===== src/rtl/plc_pkg.sv =====
// plc_pkg: shared FSM encoding and constants for the program load controller.
package plc_pkg;
  typedef enum logic [2:0] {IDLE, COUNT, HI, LO, CSUM, FILL, DONE, ERR} state_e;
  localparam logic [7:0] SYNC_BYTE = 8'hA5;
  localparam int TIMEOUT_CYC_DEF = 1000000;
endpackage


===== src/rtl/plc_timeout.sv =====
// plc_timeout: counts idle cycles while enabled; expired_o fires on the LIMIT-th idle cycle.
module plc_timeout #(
  parameter int LIMIT = 1000000
) (
  input  logic clk,
  input  logic rst_n,
  input  logic en_i,
  input  logic clr_i,
  output logic expired_o
);
  localparam int W = $clog2(LIMIT + 1);
  logic [W-1:0] cnt_q, cnt_d;
  assign cnt_d = (!en_i || clr_i) ? '0 : cnt_q + W'(1);
  assign expired_o = en_i && !clr_i && cnt_q == W'(LIMIT - 1);
  always_ff @(posedge clk or negedge rst_n)
    if (!rst_n) cnt_q <= '0;
    else cnt_q <= cnt_d;
endmodule


===== src/rtl/program_load_controller.sv =====
// program_load_controller: loads a UART byte frame into instruction memory and releases the core.
// Define PLC_CHECKSUM_EN to require a trailing XOR checksum byte.
module program_load_controller
  import plc_pkg::*;
#(
  parameter int ADDR_W      = 5,
  parameter int TIMEOUT_CYC = TIMEOUT_CYC_DEF
) (
  input  logic              CLK,
  input  logic              CPU_RESETN,
  input  logic              rx_valid,
  input  logic [7:0]        rx_data,
  output logic              imem_we,
  output logic [ADDR_W-1:0] imem_addr,
  output logic [15:0]       imem_wdata,
  output logic              cpu_run,
  output logic              load_done,
  output logic              err_frame,
  output logic              err_csum
);
  localparam int DEPTH = 2 ** ADDR_W;
  localparam int W1 = ADDR_W + 1;
  state_e state_q, state_d, fin;
  logic [1:0] rs_q;
  logic rst_n, tmo, tmo_en;
  logic [ADDR_W-1:0] addr_q, addr_d;
  logic [15:0] wdata_q, wdata_d;
  logic [W1-1:0] cnt_q, cnt_d, widx_q, widx_d;
  logic [7:0] hi_q, hi_d, csum_q, csum_d;
  logic we_q, we_d, run_q, run_d, done_q, done_d, ef_q, ef_d, ec_q, ec_d;
  // reset asserts immediately but releases only after two clean clock edges
  always_ff @(posedge CLK or negedge CPU_RESETN)
    if (!CPU_RESETN) rs_q <= '0;
    else rs_q <= {rs_q[0], 1'b1};
  assign rst_n = rs_q[1];
  assign tmo_en = state_q inside {COUNT, HI, LO, CSUM};
  plc_timeout #(.LIMIT(TIMEOUT_CYC)) u_tmo (
    .clk(CLK), .rst_n(rst_n), .en_i(tmo_en), .clr_i(rx_valid), .expired_o(tmo)
  );
  assign fin = (cnt_q == W1'(DEPTH)) ? DONE : FILL;
  always_comb begin
    state_d = state_q;
    addr_d = addr_q;
    wdata_d = wdata_q;
    we_d = 1'b0;
    cnt_d = cnt_q;
    widx_d = widx_q;
    hi_d = hi_q;
    csum_d = csum_q;
    run_d = run_q;
    done_d = done_q;
    ef_d = ef_q;
    ec_d = ec_q;
    case (state_q)
      IDLE, DONE, ERR: begin
        run_d = state_q == DONE;
        done_d = state_q == DONE;
        if (rx_valid && rx_data == SYNC_BYTE) begin
          state_d = COUNT;
          {ef_d, ec_d, done_d, run_d} = '0;
          addr_d = '0;
          widx_d = '0;
          csum_d = '0;
        end
      end
      COUNT: if (rx_valid) begin
        if (rx_data == 8'd0 || 32'(rx_data) > DEPTH) begin
          state_d = ERR;
          ef_d = 1'b1;
        end else begin
          cnt_d = W1'(rx_data);
          state_d = HI;
        end
      end
      HI: if (rx_valid) begin
        hi_d = rx_data;
        csum_d = csum_q ^ rx_data;
        state_d = LO;
      end
      LO: if (rx_valid) begin
        we_d = 1'b1;
        addr_d = widx_q[ADDR_W-1:0];
        wdata_d = {hi_q, rx_data};
        csum_d = csum_q ^ rx_data;
        widx_d = widx_q + W1'(1);
`ifdef PLC_CHECKSUM_EN
        state_d = (widx_q + W1'(1) == cnt_q) ? CSUM : HI;
`else
        state_d = (widx_q + W1'(1) == cnt_q) ? fin : HI;
`endif
      end
      CSUM: if (rx_valid) begin
        state_d = (rx_data == csum_q) ? fin : ERR;
        ec_d = rx_data != csum_q;
      end
      FILL: begin
        we_d = 1'b1;
        addr_d = widx_q[ADDR_W-1:0];
        wdata_d = '0;
        widx_d = widx_q + W1'(1);
        state_d = (widx_q == W1'(DEPTH - 1)) ? DONE : FILL;
      end
      default: state_d = IDLE;
    endcase
    if (tmo) begin
      state_d = ERR;
      ef_d = 1'b1;
    end
  end
  always_ff @(posedge CLK or negedge rst_n)
    if (!rst_n) begin
      state_q <= IDLE;
      addr_q <= '0;
      wdata_q <= '0;
      we_q <= 1'b0;
      cnt_q <= '0;
      widx_q <= '0;
      hi_q <= '0;
      csum_q <= '0;
      {run_q, done_q, ef_q, ec_q} <= '0;
    end else begin
      state_q <= state_d;
      addr_q <= addr_d;
      wdata_q <= wdata_d;
      we_q <= we_d;
      cnt_q <= cnt_d;
      widx_q <= widx_d;
      hi_q <= hi_d;
      csum_q <= csum_d;
      {run_q, done_q, ef_q, ec_q} <= {run_d, done_d, ef_d, ec_d};
    end
  assign imem_we = we_q;
  assign imem_addr = addr_q;
  assign imem_wdata = wdata_q;
  assign cpu_run = run_q;
  assign load_done = done_q;
  assign err_frame = ef_q;
  assign err_csum = ec_q;
endmodule


===== config.mk =====
export PLATFORM = sky130hd
export DESIGN_NAME = program_load_controller
export DESIGN_NICKNAME = d
export VERILOG_FILES = /design/src/rtl/plc_pkg.sv /design/src/rtl/plc_timeout.sv /design/src/rtl/program_load_controller.sv
export SDC_FILE = /design/constraint.sdc
export NUM_CORES = 1
export LEC_CHECK = 0
export ABC_AREA = 1
export CORE_ASPECT_RATIO = 0.5
export CORE_MARGIN = 1.5
export CORE_UTILIZATION = 30
export DETAILED_ROUTE_END_ITERATION = 10
export GPL_ROUTABILITY_DRIVEN = 1
export PLACE_DENSITY = 0.53
export RECOVER_POWER = 50
export SLEW_MARGIN = 20
export SYNTH_ARGS = -nofsm -noshare
export SYNTH_HDL_FRONTEND = slang
export SYNTH_SLANG_ARGS = --single-unit
export TNS_END_PERCENT = 50

===== constraint.sdc =====
create_clock -name CLK -period 3.2 [get_ports CLK]
set_clock_uncertainty 0.05 [all_clocks]
set_input_delay 0.8 -clock CLK [delete_from_list [all_inputs] [get_ports CLK]]
set_output_delay 0.8 -clock CLK [all_outputs]
set_load 0.02 [all_outputs]

Yosys cells after proc, flatten, opt, wreduce, memory -nomap -nowiden --
Index checks and enable logic that the tools add are counted.
Storage, ports and cells: bits in registers 78, output and inout bits 26, logic and storage cells 101, input port bits 11
Operators by class: reductions and logical operators 25, equality and inequality tests 24, muxes and demuxes 34, bitwise operators 2, add/sub/neg operators 2, magnitude comparators 1
Operator list (number):
- 16-bit one-hot mux with 2 select lines | 1
- 3-bit two-way mux | 8
- 20-bit by 1-bit adder with 20-bit output, second input constant | 1
- 20-bit equality test, second input constant | 1
- 20-bit two-way mux | 1
- 3-bit one-hot mux with 6 select lines | 1
- 6-bit one-hot mux with 3 select lines | 1
- 16-bit two-way mux | 1
- 8-bit two-way mux | 2
- 8-bit one-hot mux with 2 select lines | 1
- 3-bit inequality test, second input constant | 5
- 5-bit one-hot mux with 3 select lines | 1
- 3-bit equality test, second input constant | 4
- 6-bit two-way mux | 2
- 3-bit AND reduction | 4
- 5-bit two-way mux | 2
- 8-bit equality test | 1
- 8-bit equality test, second input constant | 1
- 8-bit by 6-bit > comparator with 1-bit output, second input constant | 1
- 8-bit zero test | 1
- 8-bit inequality test | 1
- 8-bit XOR | 1
- 1-bit two-way mux | 7
- 6-bit by 1-bit adder with 6-bit output, second input constant | 1
- other kinds (23) | 38

Longest topological paths before layout --
depth after elaboration 6, gate-level depth with buffers 14, mapped depth without buffers 14

Modules after synthesis --
From an unflattened synthesis, not the netlist that was laid out.
Second synthesis, totals: cell total of the unflattened synthesis 503, area total of the unflattened synthesis 4125.2 um^2
Modules (own cells, without submodules):
- program_load_controller | cells an instance 339, seq. area each 1451.4 um^2, area each 2935.3 um^2, instances 1
- plc_timeout | cells an instance 164, seq. area each 500.5 um^2, area each 1189.9 um^2, instances 1

Worst setup path before layout --
OpenSTA, ideal clock, no wires.
kind input -> register, from in rx_data[4], to reg cnt_q[1], data required time 3.031 ns, path buffers 1, stages on the path 8, setup time 0.119 ns, arrival 1.842 ns, path slack 1.189 ns, cell sequence nor3_1 nand3_1 nand2_1 nand3_1 nor3_2 buf_2 nand2_1 o21a_1
Between the ends: longest elaborated chain between the ends 4, elaborated cells between the ends (all ways) 5, classes of those cells 1 x order compare; 1 x bitwise; 3 x reduce/logical
RTL lines:
- start, declared | RTL line program_load_controller.sv:12 | input logic [7:0] rx_data,
- 8-bit by 6-bit > comparator with 1-bit output or 8-bit zero test (tied branches) | RTL line program_load_controller.sv:67 | if (rx_data == 8'd0 || 32'(rx_data) > DEPTH) begin
- 1-bit logical OR * | RTL line program_load_controller.sv:67
- 1-bit inverter (no source line) *
- 3-bit AND reduction (no source line) *
- end signal, assigned | RTL line program_load_controller.sv:126 | cnt_q <= cnt_d;
- end, declared | RTL line program_load_controller.sv:28 | logic [W1-1:0] cnt_q, cnt_d, widx_q, widx_d;
Every way passes the cells marked *; elsewhere a longest branch is shown, timed or not. A chain may end at the register's enable or synchronous reset.

Final worst setup path --
from in rx_valid, to reg widx_q[0]
Between the ends: longest elaborated chain between the ends 3, elaborated cells between the ends (all ways) 4, classes of those cells 2 x eq/ne; 2 x reduce/logical
RTL lines:
- start, declared | RTL line program_load_controller.sv:11 | input logic rx_valid,
- 1-bit logical AND | RTL line program_load_controller.sv:58 | if (rx_valid && rx_data == SYNC_BYTE) begin
- 2-bit inequality test (no source line)
- 3-bit AND reduction (no source line) *
- end signal, assigned | RTL line program_load_controller.sv:127 | widx_q <= widx_d;
- end, declared | RTL line program_load_controller.sv:28
Marked as above.

==> qor.yml <==
grt_setup_unrepaired: "no"
power_density_nw_per_um2: 920.9
yosysSeqAreaShare_pct: 50.18
status: "completed"
clk_pin_slew_ns: 0.06
area_growth_pct: 22.42
syn_inst: 462
path_class: "input pin to flop"
crit_path_max_fanout: 14
leakage_nw: 2.228
ant_nets: 0
die_h_um: 83.52
nNetsFinal: 520
min_path_type: "flop to flop"
ys_seq_elements: 78
worstMarginPinSlew_ns: 1.350
report.final.hold_viol_count: 0
htreeDepth: 3
insertion_delay_ns: 0.34
synth_flop_cell: "dfrtp_1"
synth_edf_count: 0
fmax_mhz: 392.6
drtPass1Iterations: 4
synthTopCellsByArea: "dfrtp_1 50%, nand2_1 12%, inv_1 4.8%"
rr_endpoint: "widx_q[0]"
grt_max_degree: 77
grt_pass1_vias: 2933
crit_slowest_cell: "dlygate4sd3_1"
ios: 37
period_minus_slack_ns: 2.547
syn-num-nets: 477
dp.cells: 663
drive_above_1_share_pct: 8.039
dieArea_um2: 13700
regToRegSetupSlack_ns: 0.86
vias: 3091
end_kind: "flop"
synth_warnings: 0
r2r.worst_path.cells: 8
power_mw: 4.385
cts-hold-fix-buffers: 0
route.met2.wl_mm: 3.819
ir_drop_v: 0.0002623
start_kind: "input pin"
synth_cell_types: 41
cts_inserted_buffers: 9
postCtsSetupBuffers: 0
fill_cells: 1301
dpl.hpwl_mm: 6.128
first_iter_violations: 136
path_cells: "dlygate4sd3_1 > inv_1 > nor2_1 > nor2_2 > clkbuf_1 > inv_1 > nand2_1 > o21ai_1"
cts_tree: "built"
min_from: "rs_q[0]"
syn_area_per_cell_um2: 8.420
synth.most_common_cell: "nand2_1"
setup_viol: 0
hold_depth: 0
grt_pass1_wl_mm: 14.39
start_util_pct: 30.72
maxCapViolCount: 0
synth.top_cell.area_share_pct: 50.18
hold-worst-slack_ns: 0.2968
gp_congestion: 0.7837
diodes: 0
met3WireLength_um: 255
place.port_buffers: 36
crit_required_ns: 3.37
routed_via_density: 4.546
grt_overflow: 0
die_x_um: 164.0
fp-row-count: 29
antenna_found_initial: 0
cts.path.max_buffers: 2
ctsResizeCount: 0
relSlewSlack_pct: 10.01
slew_violations: 0
synth_area_leader_cell: "dfrtp_1"
ys_top_cells_by_count: "128 x nand2_1, 78 x dfrtp_1, 50 x inv_1, 34 x nand3_1, 34 x nor2_1"
post-route-period-util_pct: 79.60
drc_errors: 0
coreArea_um2: 12660
whs_endpoint: "rs_q[1]"
routed_wl_mm: 8.410
netlist_area_um2: 3890
crit_path_frequent_cell: "inv_1"
maxUsedRoutingLayer: "met4"
clock-sinks: 78
critPathArrivalTime_ns: 2.71
rr_startpoint: "state_q[1]"
tns_ns: 0
wl_per_cell_um: 12.37
met1_length_mm: 4.236
critPathMaxStageDelay_ns: 0.64
grt_use_total_pct: 13.34
finalNonFillerCells: 680
async_reset_ff_share_pct: 100.0
cts_root_buf: "clkbuf_16"
[critical path, delay by kind of cell]
family	cells	cell delay [ns]
simple gates	3	0.30
compound gates	1	0.06
buf+inv	4	1.56
[sequential cells by signal, summed over array words and instances (netlist names)]
signal / count
state_q: 3
imem_addr: 5
hi_q: 8
err_csum: 1
load_done: 1
u_tmo.cnt_q: 20
widx_q: 6
csum_q: 8
cnt_q: 6
err_frame: 1
imem_wdata: 16
rs_q: 2
imem_we: 1
[power by group]
group / switching [mW] / internal [mW]
clock: 0.429 / 0.694
sequential: 0.233 / 1.29
combinational: 1.04 / 0.695
[metrics by stage]
| stage | setup slack [ns] | cell area [µm²] | util (%) |
|---|---|---|---|
| floorplan | 0.8168 | 3890 | - |
| global placement | 0.5089 | 4442 | 35.08 |
| detailed placement | 0.4726 | 4442 | 35.08 |
| CTS | 0.8142 | 4771 | 37.67 |
| global route | 0.3812 | 4762 | 37.61 |
| finish | 0.6528 | 4762 | 37.61 |
[layout make-up]
| type | count | area (µm²) | share of cell area, % |
|---|---|---|---|
| inverters | 55 | 216.5 | 4.545 |
| well taps | 170 | 212.7 | 4.467 |
| clock inverters | 7 | 103.9 | 2.181 |
| multi-input cells | 320 | 1664 | 34.94 |
| flip-flops and latches | 78 | 1952 | 40.99 |
| repair buffers | 41 | 387.9 | 8.145 |
| clock buffers | 9 | 225.2 | 4.729 |
[cell usage in the layout, fill, tap and decap left out, types with 3 or more instances in the layout]
master,instances
o21ai_0,31
clkbuf_16,9
o21a_1,4
inv_6,3
nand2_1,128
nor2_2,3
nor3_1,6
ha_1,4
nand3_1,34
clkdlybuf4s50_1,34
o21ai_2,5
o22ai_1,4
xnor2_1,13
dfrtp_1,78
inv_1,50
xor2_1,6
nand4_1,5
inv_2,3
nor2_1,35
nand3b_1,8
a21oi_1,14
[logic make-up after synthesis]
logic type,count (synthesis),synth area share (%)
AND/OR/NAND/NOR,229,26.28
AO/OA/AOI/OAI,66,10.33
buffers and inverters,64,6.980
flip-flops,78,50.18
other,1,0.09640
adder cells (fa/ha/maj),4,1.287
XOR/XNOR,20,4.857
[how the worst max path moves through the flow]
stage	from	end	slack, ns	cells after the start
after floorplan	rs_q[1]	cnt_q[0]	0.82	0
after global placement	rx_data[3]	cnt_q[0]	0.51	9
after detailed placement	rx_data[3]	cnt_q[0]	0.47	9
after CTS	rx_data[3]	cnt_q[5]	0.81	9
after global routing	rs_q[1]	widx_q[5]	0.38	1
final	rx_valid	widx_q[0]	0.65	8
[per-layer routing]
layer,GRT usage [%],up-vias
met5,0,-
met4,4.050,0
met3,3.279,12
met2,20.83,39
met1,18.25,1464
li1,-,1576
Note: power is estimated with default switching activity, not from simulation.
==> RTL edit: new RTL, same settings <==
The option `PLC_CHECKSUM_EN` is turned on by a define.
--- a/src/rtl/program_load_controller.sv
+++ b/src/rtl/program_load_controller.sv
@@ -1,5 +1,7 @@
 // program_load_controller: loads a UART byte frame into instruction memory and releases the core.
 // Define PLC_CHECKSUM_EN to require a trailing XOR checksum byte.
+`define PLC_CHECKSUM_EN
+
 module program_load_controller
   import plc_pkg::*;
 #(
Formal check against the unedited RTL: not equivalent (Yosys sat finds a counterexample within 10 cycles, from zero or initial values and one cycle with CPU_RESETN low).
==> RTL edit against the unedited design <==
- sequential share of layout area down 0.41 points
- worst setup slack improved by 0.045 ns
- synthesized cell count increased by 7.8%
- cell area grew 1.0%
- power shrank 4.4%
- synthesized area increased by 1.8%
- wire length up 10%
- final cell count increased by 5.1%
- sequential cell count is the same
- largest cell class unchanged
==> RTL edit: results (changes against the unedited design) <==
Outcome: finished, final reports clean (unchanged)
Nets: 555 (was 520)
CP endpoint: widx_q[3] (was widx_q[0])
Worst Path Max Fanout: 24 (was 14)
Gp weighted congestion: 0.7899 (was 0.7837)
Synth top cells by count: nand2_1 (136), dfrtp_1 (78), inv_1 (51) (was nand2_1 (128), dfrtp_1 (78), inv_1 (50))
Wire per inst: 12.94 µm (was 12.37 µm)
Vias in the first global route: 3,073 (was 2,933)
Arr. time, crit path: 2.68 ns (was 2.71 ns)
Final hold slack: 0.3026 ns (was 0.2968 ns)
Dominant cells by area after synthesis: dfrtp_1 (49%), nand2_1 (13%), inv_1 (4.8%) (was dfrtp_1 (50%), nand2_1 (12%), inv_1 (4.8%))
Routed wire length: 9255 µm (was 8410 µm)
Layout cells sized above 1: 8.257% (was 8.039%)
GRT Resource Usage Total: 14.32% (was 13.34%)
Post-DP HPWL: 6545 µm (was 6128 µm)
Sequential-to-total area share from yosys stat: 49.30% (was 50.18%)
Worst VDD drop: 0.2613 mV (was 0.2623 mV)
Tcrit/Tclk final: 78.19% (was 79.60%)
Worst r2r src: rs_q[1] (was state_q[1])
First-pass GRT wire length: 15,570 µm (was 14,390 µm)
Post-Place Cells: 698 (was 663)
Fillers: 1,349 (was 1,301)
Iter 0 DRT Violations: 211 (was 136)
Worst Max-Slew Pin Slew: 1.338 ns (was 1.350 ns)
Reg2Reg Depth: 1 (was 8)
Synth cell types: 35 (was 41)
Pre-CTS setup slack: 0.4117 ns (was 0.4726 ns)
Syn_area_per_cell: 7.949 µm² (was 8.420 µm²)
Post-DP Area: 0.004508 mm² (was 0.004442 mm²)
==> RTL edit: changes by cell type in the layout (fill, tap and decap cells not counted), moves of 3 or more <==
| cell | before | now |
|---|---|---|
| nand4_1 | 5 | 11 |
| xor2_1 | 6 | 2 |
| o21a_1 | 4 | 0 |
| o21ai_1 | 2 | 14 |
| o21ai_2 | 5 | 1 |
| nand2_1 | 128 | 137 |
| nor2_1 | 35 | 43 |
| nand3_2 | 1 | 5 |
| nand2_2 | 1 | 7 |
| xnor2_1 | 13 | 9 |
| o21ai_0 | 31 | 34 |
| clkinvlp_4 | 0 | 3 |
| inv_2 | 3 | 7 |
==> RTL edit: cell type report <==
type                       instances  area, µm²  area share [%]
clock inverter                     7      81.33           1.691
clock buffer                       9      225.2           4.683
timing repair buffer              39      376.6           7.830
sequential                        78       1952           40.58
tap                              170      212.7           4.422
multi-input combinational        353       1740           36.19
inverter                          59      221.5           4.605
==> RTL edit: layer usage <==
layer | global-route usage [%] | part of all wire, %
met5 | 0 | 0
met3 | 3.854 | 2.9
met2 | 20.98 | 44
met4 | 3.896 | 0.92
met1 | 20.66 | 52
==> RTL edit: logic make-up after synthesis <==
logic type	Yosys count	share of synthesized area [%]
xor gates and xnor gates	11	2.434
DFF	78	49.30
other	1	0.09473
adders and majority gates	4	1.264
and+or+nand+nor	264	30.44
AOI/OAI and AO/OA	73	9.798
buffers and inverters	67	6.668
==> RTL edit: report_power, final <==
group / leakage (nW) / internal [mW] / switching, mW
Combinational: 1.07 / 0.630 / 0.977
Sequential: 1.05 / 1.28 / 0.244
Clock: 0.141 / 0.615 / 0.444
==> RTL edit: critical path, cell delays in order <==
cell	delay, ns
dlygate4sd3_1	0.55
inv_1	0.15
nor2_2	0.07
nor2_2	0.74
inv_1	0.18
nand3_1	0.12
o21ai_1	0.06
